## src/rtl/player_2_sync_if.sv

```systemverilog
// Bundle between the remote-player receive path, the vblank source and the player-2 renderer.
// The master drives vblank and rx packets and observes the committed sprite; the controller is the slave.
interface player_2_sync_if;
    logic        vblnk;
    logic        rx_valid;
    logic [11:0] rx_x;
    logic [11:0] rx_y;
    logic        rx_flip_h;
    logic [1:0]  rx_class;
    logic [3:0]  rx_hp;

    logic [11:0] player_2_x;
    logic [11:0] player_2_y;
    logic        player_2_flip_h;
    logic [1:0]  player_2_class;
    logic [3:0]  player_2_hp;
    logic        player_2_data_valid;
    logic        player_2_visible;
    logic [1:0]  link_state;
    logic        rx_drop;

    modport master (
        output vblnk, rx_valid, rx_x, rx_y, rx_flip_h, rx_class, rx_hp,
        input  player_2_x, player_2_y, player_2_flip_h, player_2_class, player_2_hp,
        input  player_2_data_valid, player_2_visible, link_state, rx_drop
    );

    modport slave (
        input  vblnk, rx_valid, rx_x, rx_y, rx_flip_h, rx_class, rx_hp,
        output player_2_x, player_2_y, player_2_flip_h, player_2_class, player_2_hp,
        output player_2_data_valid, player_2_visible, link_state, rx_drop
    );
endinterface

```

## src/rtl/player_2_sync_ctrl.sv

```systemverilog
// Player-2 sync sequencer: shadows remote packets and commits the newest one at vblank start.
// state | meaning: IDLE no packet yet | ACTIVE alive, hp>0 | DEAD hp==0 | STALE link timed out
module player_2_sync_ctrl #(
    parameter int TIMEOUT_FRAMES = 30,
    parameter int X_MAX          = 1023,
    parameter int Y_MAX          = 767,
    parameter int CHAR_LNG       = 19,
    parameter int CHAR_HGT       = 26
) (
    input  logic             clk,
    input  logic             rst_n,
    player_2_sync_if.slave   bus
);
    typedef enum logic [1:0] {
        S_IDLE   = 2'd0,
        S_ACTIVE = 2'd1,
        S_DEAD   = 2'd2,
        S_STALE  = 2'd3
    } state_t;

    localparam int              CNT_W   = $clog2(TIMEOUT_FRAMES + 1);
    localparam logic [CNT_W-1:0] CNT_MAX = CNT_W'(TIMEOUT_FRAMES);
    localparam logic [11:0]     X_LO    = 12'(CHAR_LNG);
    localparam logic [11:0]     X_HI    = 12'(X_MAX - CHAR_LNG);
    localparam logic [11:0]     Y_LO    = 12'(CHAR_HGT);
    localparam logic [11:0]     Y_HI    = 12'(Y_MAX - CHAR_HGT);

    state_t           r_state;
    logic             r_vblnk_d;
    logic             r_pending;
    logic [CNT_W-1:0] r_frame_cnt;
    logic [11:0]      r_sh_x, r_sh_y;
    logic             r_sh_flip;
    logic [1:0]       r_sh_class;
    logic [3:0]       r_sh_hp;
    logic [11:0]      r_p2_x, r_p2_y;
    logic             r_p2_flip;
    logic [1:0]       r_p2_class;
    logic [3:0]       r_p2_hp;
    logic             r_data_valid;
    logic             r_visible;
    logic             r_drop;

    logic             w_tick, w_rx_ok, w_accept, w_commit;
    logic [11:0]      w_cx, w_cy;
    logic [11:0]      w_src_x, w_src_y;
    logic             w_src_flip;
    logic [1:0]       w_src_class;
    logic [3:0]       w_src_hp;
    logic [CNT_W-1:0] w_cnt_inc;

    assign w_tick   = bus.vblnk & ~r_vblnk_d;
    assign w_rx_ok  = (bus.rx_class == 2'd1 || bus.rx_class == 2'd2) &&
                      !(bus.rx_x == 12'd0 && bus.rx_y == 12'd0);
    assign w_accept = bus.rx_valid & w_rx_ok;
    assign w_commit = w_tick & (w_accept | r_pending);

    assign w_cx = (bus.rx_x < X_LO) ? X_LO : ((bus.rx_x > X_HI) ? X_HI : bus.rx_x);
    assign w_cy = (bus.rx_y < Y_LO) ? Y_LO : ((bus.rx_y > Y_HI) ? Y_HI : bus.rx_y);

    // A packet accepted on the tick edge bypasses the shadow and is committed directly.
    assign w_src_x     = w_accept ? w_cx          : r_sh_x;
    assign w_src_y     = w_accept ? w_cy          : r_sh_y;
    assign w_src_flip  = w_accept ? bus.rx_flip_h : r_sh_flip;
    assign w_src_class = w_accept ? bus.rx_class  : r_sh_class;
    assign w_src_hp    = w_accept ? bus.rx_hp     : r_sh_hp;

    assign w_cnt_inc = (r_frame_cnt == CNT_MAX) ? r_frame_cnt : r_frame_cnt + 1'b1;

    always_ff @(posedge clk or negedge rst_n) begin
        if (!rst_n) begin
            r_state      <= S_IDLE;
            r_vblnk_d    <= 1'b0;
            r_pending    <= 1'b0;
            r_frame_cnt  <= '0;
            r_sh_x       <= '0;
            r_sh_y       <= '0;
            r_sh_flip    <= 1'b0;
            r_sh_class   <= '0;
            r_sh_hp      <= '0;
            r_p2_x       <= '0;
            r_p2_y       <= '0;
            r_p2_flip    <= 1'b0;
            r_p2_class   <= '0;
            r_p2_hp      <= '0;
            r_data_valid <= 1'b0;
            r_visible    <= 1'b0;
            r_drop       <= 1'b0;
        end else begin
            r_vblnk_d    <= bus.vblnk;
            r_drop       <= bus.rx_valid & ~w_rx_ok;
            r_data_valid <= w_commit;

            if (w_accept) begin
                r_sh_x     <= w_cx;
                r_sh_y     <= w_cy;
                r_sh_flip  <= bus.rx_flip_h;
                r_sh_class <= bus.rx_class;
                r_sh_hp    <= bus.rx_hp;
            end

            if (w_commit) begin
                r_pending   <= 1'b0;
                r_frame_cnt <= '0;
                r_p2_x      <= w_src_x;
                r_p2_y      <= w_src_y;
                r_p2_flip   <= w_src_flip;
                r_p2_class  <= w_src_class;
                r_p2_hp     <= w_src_hp;
                r_state     <= (w_src_hp != 4'd0) ? S_ACTIVE : S_DEAD;
                r_visible   <= (w_src_hp != 4'd0);
            end else begin
                if (w_accept) begin
                    r_pending <= 1'b1;
                end
                if (w_tick) begin
                    r_frame_cnt <= w_cnt_inc;
                    if (w_cnt_inc == CNT_MAX && (r_state == S_ACTIVE || r_state == S_DEAD)) begin
                        r_state   <= S_STALE;
                        r_visible <= 1'b0;
                    end
                end
            end
        end
    end

    assign bus.player_2_x          = r_p2_x;
    assign bus.player_2_y          = r_p2_y;
    assign bus.player_2_flip_h     = r_p2_flip;
    assign bus.player_2_class      = r_p2_class;
    assign bus.player_2_hp         = r_p2_hp;
    assign bus.player_2_data_valid = r_data_valid;
    assign bus.player_2_visible    = r_visible;
    assign bus.link_state          = r_state;
    assign bus.rx_drop             = r_drop;
endmodule
```

## src/flat_wrapper.sv

```systemverilog
// flat-port wrapper written by rule: the top's interface ports become plain ports
module player_2_sync_ctrl_flat 
#(
    parameter int TIMEOUT_FRAMES = 30,
    parameter int X_MAX          = 1023,
    parameter int Y_MAX          = 767,
    parameter int CHAR_LNG       = 19,
    parameter int CHAR_HGT       = 26
)
  (clk, rst_n, bus_vblnk, bus_rx_valid, bus_rx_x, bus_rx_y, bus_rx_flip_h, bus_rx_class, bus_rx_hp, bus_player_2_x, bus_player_2_y, bus_player_2_flip_h, bus_player_2_class, bus_player_2_hp, bus_player_2_data_valid, bus_player_2_visible, bus_link_state, bus_rx_drop);
  player_2_sync_if bus_i ();
  input  logic clk;
  input  logic rst_n;
  input wire logic [$bits(bus_i.vblnk)-1:0] bus_vblnk;
  input wire logic [$bits(bus_i.rx_valid)-1:0] bus_rx_valid;
  input wire logic [$bits(bus_i.rx_x)-1:0] bus_rx_x;
  input wire logic [$bits(bus_i.rx_y)-1:0] bus_rx_y;
  input wire logic [$bits(bus_i.rx_flip_h)-1:0] bus_rx_flip_h;
  input wire logic [$bits(bus_i.rx_class)-1:0] bus_rx_class;
  input wire logic [$bits(bus_i.rx_hp)-1:0] bus_rx_hp;
  output wire logic [$bits(bus_i.player_2_x)-1:0] bus_player_2_x;
  output wire logic [$bits(bus_i.player_2_y)-1:0] bus_player_2_y;
  output wire logic [$bits(bus_i.player_2_flip_h)-1:0] bus_player_2_flip_h;
  output wire logic [$bits(bus_i.player_2_class)-1:0] bus_player_2_class;
  output wire logic [$bits(bus_i.player_2_hp)-1:0] bus_player_2_hp;
  output wire logic [$bits(bus_i.player_2_data_valid)-1:0] bus_player_2_data_valid;
  output wire logic [$bits(bus_i.player_2_visible)-1:0] bus_player_2_visible;
  output wire logic [$bits(bus_i.link_state)-1:0] bus_link_state;
  output wire logic [$bits(bus_i.rx_drop)-1:0] bus_rx_drop;
  assign bus_i.vblnk = bus_vblnk;
  assign bus_i.rx_valid = bus_rx_valid;
  assign bus_i.rx_x = bus_rx_x;
  assign bus_i.rx_y = bus_rx_y;
  assign bus_i.rx_flip_h = bus_rx_flip_h;
  assign bus_i.rx_class = bus_rx_class;
  assign bus_i.rx_hp = bus_rx_hp;
  assign bus_player_2_x = bus_i.player_2_x;
  assign bus_player_2_y = bus_i.player_2_y;
  assign bus_player_2_flip_h = bus_i.player_2_flip_h;
  assign bus_player_2_class = bus_i.player_2_class;
  assign bus_player_2_hp = bus_i.player_2_hp;
  assign bus_player_2_data_valid = bus_i.player_2_data_valid;
  assign bus_player_2_visible = bus_i.player_2_visible;
  assign bus_link_state = bus_i.link_state;
  assign bus_rx_drop = bus_i.rx_drop;
  player_2_sync_ctrl #(.TIMEOUT_FRAMES(TIMEOUT_FRAMES), .X_MAX(X_MAX), .Y_MAX(Y_MAX), .CHAR_LNG(CHAR_LNG), .CHAR_HGT(CHAR_HGT)) u_core (.clk(clk), .rst_n(rst_n), .bus(bus_i));
endmodule
```

## config.mk

```make
export PLATFORM = sky130hd
export DESIGN_NAME = player_2_sync_ctrl_flat
export DESIGN_NICKNAME = d
export VERILOG_FILES = /design/src/rtl/player_2_sync_if.sv /design/src/rtl/player_2_sync_ctrl.sv /design/src/flat_wrapper.sv
export SDC_FILE = /design/constraint.sdc
export NUM_CORES = 1
export LEC_CHECK = 0
export ABC_CLOCK_PERIOD_IN_PS = 3250
export BUFFER_PORTS_ARGS = -buffer_cell sky130_fd_sc_hd__buf_2
export CORE_ASPECT_RATIO = 1.75
export CORE_MARGIN = 3
export CORE_UTILIZATION = 50
export CTS_CLUSTER_SIZE = 14
export DETAILED_ROUTE_END_ITERATION = 7
export GPL_TIMING_DRIVEN = 0
export PLACE_DENSITY_LB_ADDON = 0.2
export SYNTH_ARGS = -nofsm -noshare
export SYNTH_HDL_FRONTEND = slang
export SYNTH_SLANG_ARGS = --single-unit
```

## constraint.sdc

```tcl
create_clock -name clk -period 3.25 [get_ports clk]
set_input_delay 0.65 -clock clk [delete_from_list [all_inputs] [get_ports clk]]
set_output_delay 0.65 -clock clk [all_outputs]
set_load 0.005 [all_outputs]
```

==> run_results.csv, run 1 <==
group,metric,value,unit
cells_and_area,diodes,0,
placed_design,post-dp-hpwl,5470,µm
power,p_comb_share,19.8,%
setup_path,crit_chain,"buf_2, nor3_1, nand4_2, o21ai_2, buf_4, mux2_1, mux2_1",
cells_and_area,nNetsFinal,402,
status,status,"completed",
clock_tree,cts_made_buffers,9,
power,p_int,1.78,mW
power,p_seq_share,48.9,%
timing,hold_violations,0,
detailed_routing,drt_iter0_drc,97,
synthesis,postSynthCellCount,284,
detailed_routing,viasPerCell,5.50,
floorplanning,die_w,67.9,µm
synthesis,synth.cell_area,0.00335,mm²
setup_path,critPathSlowestCell,"nor3_1",
floorplanning,rows,38,
min_path,hold_class,"in -> async",
setup_path,crit_buf_inv,2,
cells_and_area,fillers,548,
synthesis,synth_ff_type,"dfrtp_1",
clock_tree,cts_max_path_buffers,2,
floorplanning,dieArea,0.00775,mm²
setup_path,path_common_cell,"mux2_1",
synthesis,syn-num-nets,321,
cells_and_area,multi_input_area,0.00136,mm²
setup_path,crit_start,"bus_rx_x[10]",
clock_tree,postCtsHoldBufs,0,
synthesis,synth_edf_count,0,
setup_path,critPathMaxFanout,10,
synthesis,ys_seq_area_share,55.3,%
clock_tree,h-tree-depth,3,
synthesis,postSynthAreaPerCell,11.8,µm²
timing,tns,0,ns
grt,grt_max_degree,75,
grt,grt_pass1_vias,2502,
grt,antenna_found_initial,0,
clock_tree,post_cts_buffers,0,
floorplanning,initial_core_util,52.6,%
clock_tree,ctsResizeCount,0,
clock_tree,clk_latency,0.34,ns
detailed_routing,drt_first_pass_iters,4,
timing,fmax,420,MHz
setup_path,cp-start-kind,"input port",
detailed_routing,final_antenna_net_count,0,
cells_and_area,layout.area.seq,0.00185,mm²
synthesis,synth-warning-count,0,
power,p_leak,1.89,nW
setup_path,critPathCaptureType,"flip-flop",
setup_path,critPathTopFamily,"simple AND/OR/NAND/NOR gates",
timing,fin_crit,2.38,ns
grt,grt-ovfl-total,0,
synthesis,synthTopCellsByCount,"dfrtp_1 (74), nand2_1 (22), nor2_1 (18)",
cells_and_area,drive_gt1_share,32.4,%
placed_design,numPortBuffers,70,
clock_tree,cts.sinks,74,
timing,setup_viol,0,
floorplanning,coreArea,0.00637,mm²
setup_path,max_stage_delay,0.50,ns
synthesis,async_flop_share,100,%
setup_path,required,3.47,ns
clock_tree,root_buffer,"clkbuf_8",
synthesis,post-synth-top-count-cell,"dfrtp_1",
power,switching_share,26.2,%
cells_and_area,final_util,63.1,%
floorplanning,io_pins,71,
synthesis,synth_top_area_cell,"dfrtp_1",
power,vdd.ir_drop.worst,0.406,mV
synthesis,yosys_register_bits,74,
synthesis,ys_types,57,
detailed_routing,drcViolationCount,0,
timing,fin_crit_sh,73.2,%
placed_design,place_congestion,0.884,
grt,grt_pass1_wl,12000,µm
grt,gr-usage-all-layers,20.8,%
setup_path,timing.rr.end,"u_core.bus.player_2_visible",
cells_and_area,area_delta_synth_final,20.0,%
setup_path,r2r_cells,7,
synthesis,synthTopCellsByArea,"dfrtp_1 (55%), mux2_2 (5.4%), mux2_1 (4.0%)",
synthesis,synth_top_cell_area_share,55.3,%
power,p_clk_share,31.2,%
detailed_routing,num_vias,2477,
clock_tree,cts_tree,"yes",
timing,rsz0062_at_grt,"false",
setup_path,r2r-start,"u_core.r_frame_cnt[0]",
power,powerDensity,600,mW/mm²
timing,slew_violations,0,
timing,max-slew-margin-rel,39.7,%
detailed_routing,routed_wl,7240,µm
run,cap_violations,0,
setup_path,r2r_slack,1.05,ns
power,power.switching,632,µW
detailed_routing,wire_per_inst,16.1,µm
setup_path,cp.arrival,2.60,ns
timing,skew,0.00415,ns
floorplanning,die_h,114,µm
timing,worst_pin_slew,0.905,ns
clock_tree,path_clk_slew,0.07,ns
setup_path,worst-setup-path-type,"in -> reg",
## logic make-up after synthesis
group | after synthesis | share of synthesized area [%]
and+or+nand+nor | 83 | 13.7
DFF | 74 | 55.3
AOI/OAI and AO/OA | 56 | 13.2
muxes | 38 | 12.4
buffers and inverters | 29 | 4.11
xor gates and xnor gates | 2 | 0.523
adders and majority gates | 2 | 0.747
## metrics by stage
stage                     setup slack [ns]  power, mW  cells  area (µm²)  hold slack, ns
after CTS                            0.866       2.44    450        4020           0.444
final                                0.870       2.41    450        4020           0.433
after global placement               0.538       1.67    434        3800           0.460
after floorplan                      0.998       1.45    284        3350           0.354
after global routing                 0.747       2.55    450        4020           0.441
after detailed placement             0.501       1.68    434        3800           0.464
## routing by layer
metal | vias up | wire [µm] | global-route usage [%] | share of wire, %
li1 | 1193 | - | - | -
met1 | 1219 | 2830 | 23.5 | 39
met2 | 51 | 3930 | 36.0 | 54
met3 | 14 | 271 | 4.81 | 3.7
met4 | 0 | 208 | 9.30 | 2.9
met5 | - | 0 | 0 | 0
## power groups by stage
stage	Sequential [mW]	Combinational, mW	Clock (mW)
2_1_floorplan	1.20	0.253	0
3_3_place_gp	1.19	0.476	0
3_5_place_dp	1.20	0.486	0
4_1_cts	1.18	0.490	0.767
5_1_grt	1.20	0.536	0.808
6_report	1.18	0.478	0.752
## worst max-delay path by stage
stage / endpoint / slack [ns] / cells past startpoint
3_3_place_gp: u_core.bus.player_2_hp[3] / 0.54 / 7
4_1_cts: u_core.bus.player_2_hp[3] / 0.87 / 7
5_1_grt: u_core.bus.player_2_hp[3] / 0.75 / 7
2_1_floorplan: u_core.bus.player_2_hp[3] / 1.0 / 6
3_5_place_dp: u_core.bus.player_2_hp[3] / 0.50 / 7
6_report: u_core.bus.player_2_hp[3] / 0.87 / 7
## layout by cell type (no fill, tap or decap), drive strengths merged, types with 5 or more instances in the layout
| master | netlist | final |
|---|---|---|
| nand2b | 6 | 6 |
| a21oi | 5 | 5 |
| clkbuf | 5 | 20 |
| dfrtp | 74 | 74 |
| mux2i | 10 | 10 |
| o21ai | 8 | 8 |
| nand3 | 6 | 6 |
| nor2 | 19 | 19 |
| nand2 | 22 | 22 |
| buf | 7 | 77 |
| inv | 17 | 17 |
| nor4 | 5 | 5 |
| mux2 | 28 | 28 |
## area by class of cell
| type | instances | share of cell area [%] |
|---|---|---|
| clock buffer | 15 | 4.64 |
| inverter | 17 | 1.59 |
| sequential | 74 | 46.1 |
| timing repair buffer | 70 | 8.78 |
| clock inverter | 1 | 0.747 |
| buffer | 12 | 1.84 |
| multi-input combinational | 181 | 33.8 |
| tap | 80 | 2.49 |
## sequential cells by signal, indices dropped and copies added (netlist names), 2 cells and up
register	count
u_core.bus.player_2_y	12
u_core.r_frame_cnt	5
u_core.r_sh_hp	4
u_core.bus.player_2_class	2
u_core.bus.link_state	2
u_core.r_sh_class	2
u_core.r_sh_x	12
u_core.bus.player_2_hp	4
u_core.r_sh_y	12
u_core.bus.player_2_x	12
## worst reg2reg max path, delay by kind of cell, from the launching register on
kind	cells	cell delay, ns
DFF	1	0.46
and+or+nand+nor	3	0.41
adders and majority gates	1	0.21
AOI/OAI and AO/OA	2	0.86
buffers and inverters	1	0.14
Note: power is estimated with default switching activity, not from simulation.
==> run 2, diff against run 1 <==
- ABC_AREA: default -> 1
- ABC_CLOCK_PERIOD_IN_PS: 3250 -> 2000
- CORE_UTILIZATION: 50 -> 49
- clock period: 3.25 -> 2 ns (I/O delays scaled with it)
==> run_results.csv, run 2 <==
group,metric,value,unit
detailed_routing,wl_met3,272,µm
setup_path,worst-setup-path-type,"reg -> reg",
timing,hold_violations,0,
placed_design,place_congestion,0.843,
synthesis,post-synth-top-count-cell,"nand2_1",
detailed_routing,viasPerCell,5.09,
cells_and_area,diodes,0,
setup_path,cp-start-kind,"flip-flop",
power,p_leak,2.17,nW
detailed_routing,drcViolationCount,0,
grt,grt_pass1_wl,12400,µm
cells_and_area,instances_no_fill,545,
timing,setup_viol,0,
floorplanning,dieArea,0.00783,mm²
grt,grt_max_degree,74,
setup_path,crit_buf_inv,1,
timing,skew,0.00460,ns
cells_and_area,drive_gt1_share,26.6,%
placed_design,post-dp-hpwl,5710,µm
setup_path,critPathMaxFanout,6,
synthesis,postSynthAreaPerCell,8.82,µm²
synthesis,synth_ff_type,"dfrtp_1",
grt,grt-ovfl-total,0,
setup_path,max_stage_delay,0.42,ns
detailed_routing,num_vias,2775,
synthesis,yosys_register_bits,74,
power,vdd.ir_drop.worst,0.769,mV
floorplanning,rows,39,
setup_path,crit_chain,"inv_1, ha_1, a21oi_1, o21ai_0, nor3_2, nand4_1, or2_1, nand3_1",
setup_path,critPathTopFamily,"simple AND/OR/NAND/NOR gates",
synthesis,synth_top_area_cell,"dfrtp_1",
cells_and_area,final_util,62.9,%
setup_path,critPathCaptureType,"flip-flop",
cells_and_area,nNetsFinal,496,
synthesis,synth-warning-count,0,
detailed_routing,drt_iter0_drc,194,
min_path,hold_class,"in -> reg",
setup_path,required,2.27,ns
floorplanning,die_h,115,µm
clock_tree,cts_max_path_buffers,2,
clock_tree,path_clk_slew,0.06,ns
clock_tree,cts_tree,"yes",
status,status,"completed",
synthesis,ys_types,35,
synthesis,synth_top_cell_area_share,55.8,%
floorplanning,coreArea,0.00654,mm²
grt,antenna_found_initial,0,
detailed_routing,highest_layer,"met4",
clock_tree,h-tree-depth,3,
clock_tree,cts_made_buffers,9,
floorplanning,io_pins,71,
synthesis,postSynthCellCount,376,
timing,max-slew-margin-rel,59.0,%
setup_path,r2r_slack,0.12,ns
floorplanning,initial_core_util,50.7,%
cells_and_area,final_common_cell,"nand2_1",
grt,gr-usage-all-layers,21.3,%
cells_and_area,area_delta_synth_final,23.9,%
grt,grt_pass1_vias,2681,
synthesis,syn-num-nets,413,
clock_tree,cts.sinks,74,
synthesis,async_flop_share,100,%
power,powerDensity,1060,mW/mm²
cells_and_area,fillers,619,
detailed_routing,drt-met1-wl,3050,µm
placed_design,place_area,0.00380,mm²
synthesis,synthTopCellsByArea,"dfrtp_1 (56%), nand2_1 (14%), nor2_1 (3.5%)",
timing,fin_crit_sh,94.1,%
synthesis,synthTopCellsByCount,"nand2_1 (122), dfrtp_1 (74), nor2_1 (31)",
setup_path,critPathSlowestCell,"dfrtp_2",
timing,fin_crit,1.88,ns
timing,worst_pin_slew,0.613,ns
detailed_routing,wire_per_inst,14.2,µm
clock_tree,root_buffer,"clkbuf_16",
placed_design,numPortBuffers,70,
detailed_routing,routed_wl,7730,µm
synthesis,ys_seq_area_share,55.8,%
timing,slew_violations,0,
timing,fmax,531,MHz
synthesis,synth.cell_area,0.00332,mm²
detailed_routing,final_antenna_net_count,0,
cells_and_area,layout_common_cells,"nand2_1 (122), buf_2 (74), dfrtp_1 (73)",
cells_and_area,fin_area,0.00411,mm²
setup_path,cp.arrival,2.15,ns
detailed_routing,dr_wl_met2,4240,µm
placed_design,placed_cells,529,
clock_tree,clk_latency,0.33,ns
run,cap_violations,0,
timing,tns,0,ns
synthesis,synth_edf_count,0,
detailed_routing,drt_first_pass_iters,6,
floorplanning,die_w,68.2,µm
-- run 2: changes by cell type after synthesis, sizes merged, moves of 5 or more --
cell / delta
a31oi: +10
nand2b: -6
mux2i: -10
nand4: +6
nand2: +104
clkbuf: -5
nor2: +16
nand3: +8
o21ai: +17
inv: +18
mux2: -28
-- run 2: timing repair --
item / CTS / global route
gates resized for setup: 0 / 2
setup buffers: 0 / 0
endpoints found under the setup margin: 0 / 3
hold buffers: 1 / 0
endpoints found under the hold margin: 1 / 0
-- run 2: path summary, 6_finish.rpt --
kind                                        from                          to  cells past startpoint
max in group asynchronous                  rst_n       u_core.r_frame_cnt[0]                      3
min reg2reg                    u_core.r_sh_y[11]           u_core.r_sh_y[11]                      2
max reg2reg                u_core.r_frame_cnt[0]    u_core.bus.link_state[1]                      8
min                                    bus_vblnk            u_core.r_vblnk_d                      1
min in group asynchronous                  rst_n  u_core.bus.player_2_flip_h                      2
max                        u_core.r_frame_cnt[0]    u_core.bus.link_state[1]                      8
-- run 2: area by class of cell --
type / count / area [µm²] / share of cell area [%]
plain buffers: 11 / 81.3 / 1.98
clock buffers: 10 / 239 / 5.81
clock inverters: 5 / 55.1 / 1.34
inverters: 37 / 139 / 3.38
multi-input cells: 254 / 1250 / 30.4
flip-flops and latches: 74 / 1850 / 45.1
well taps: 82 / 103 / 2.50
repair buffers: 72 / 390 / 9.50
-- run 2: power breakdown --
part           leakage [nW]  internal [mW]  switching (mW)  total (mW)
Sequential            0.900           1.79           0.146        1.93
Combinational          1.13          0.369           0.464       0.833
Clock                 0.140          0.987           0.600        1.59
-- run 2: cells by family after synthesis --
group / after synthesis / share of synthesized area, %
AO/OA/AOI/OAI: 56 / 10.4
XOR/XNOR: 3 / 1.02
adder cells (fa/ha/maj): 2 / 0.754
buffers and inverters: 48 / 6.64
flip-flops: 74 / 55.8
AND/OR/NAND/NOR: 193 / 25.3
-- run 2: per-stage QoR --
stage / power, mW / hold WS [ns] / worst slack, ns
after floorplan: 2.40 / 0.104 / 0.365
after global placement: 2.75 / 0.440 / -0.0113
after detailed placement: 2.79 / 0.200 / -0.0172
after CTS: 4.38 / 0.186 / 0.0157
after global routing: 4.57 / 0.192 / -0.0129
final: 4.35 / 0.185 / 0.117
-- run 2: layer usage --
metal,vias to the layer above,GRT usage (%)
li1,1378,-
met1,1329,24.5
met2,54,36.9
met3,14,3.91
met4,0,10.6
met5,-,0
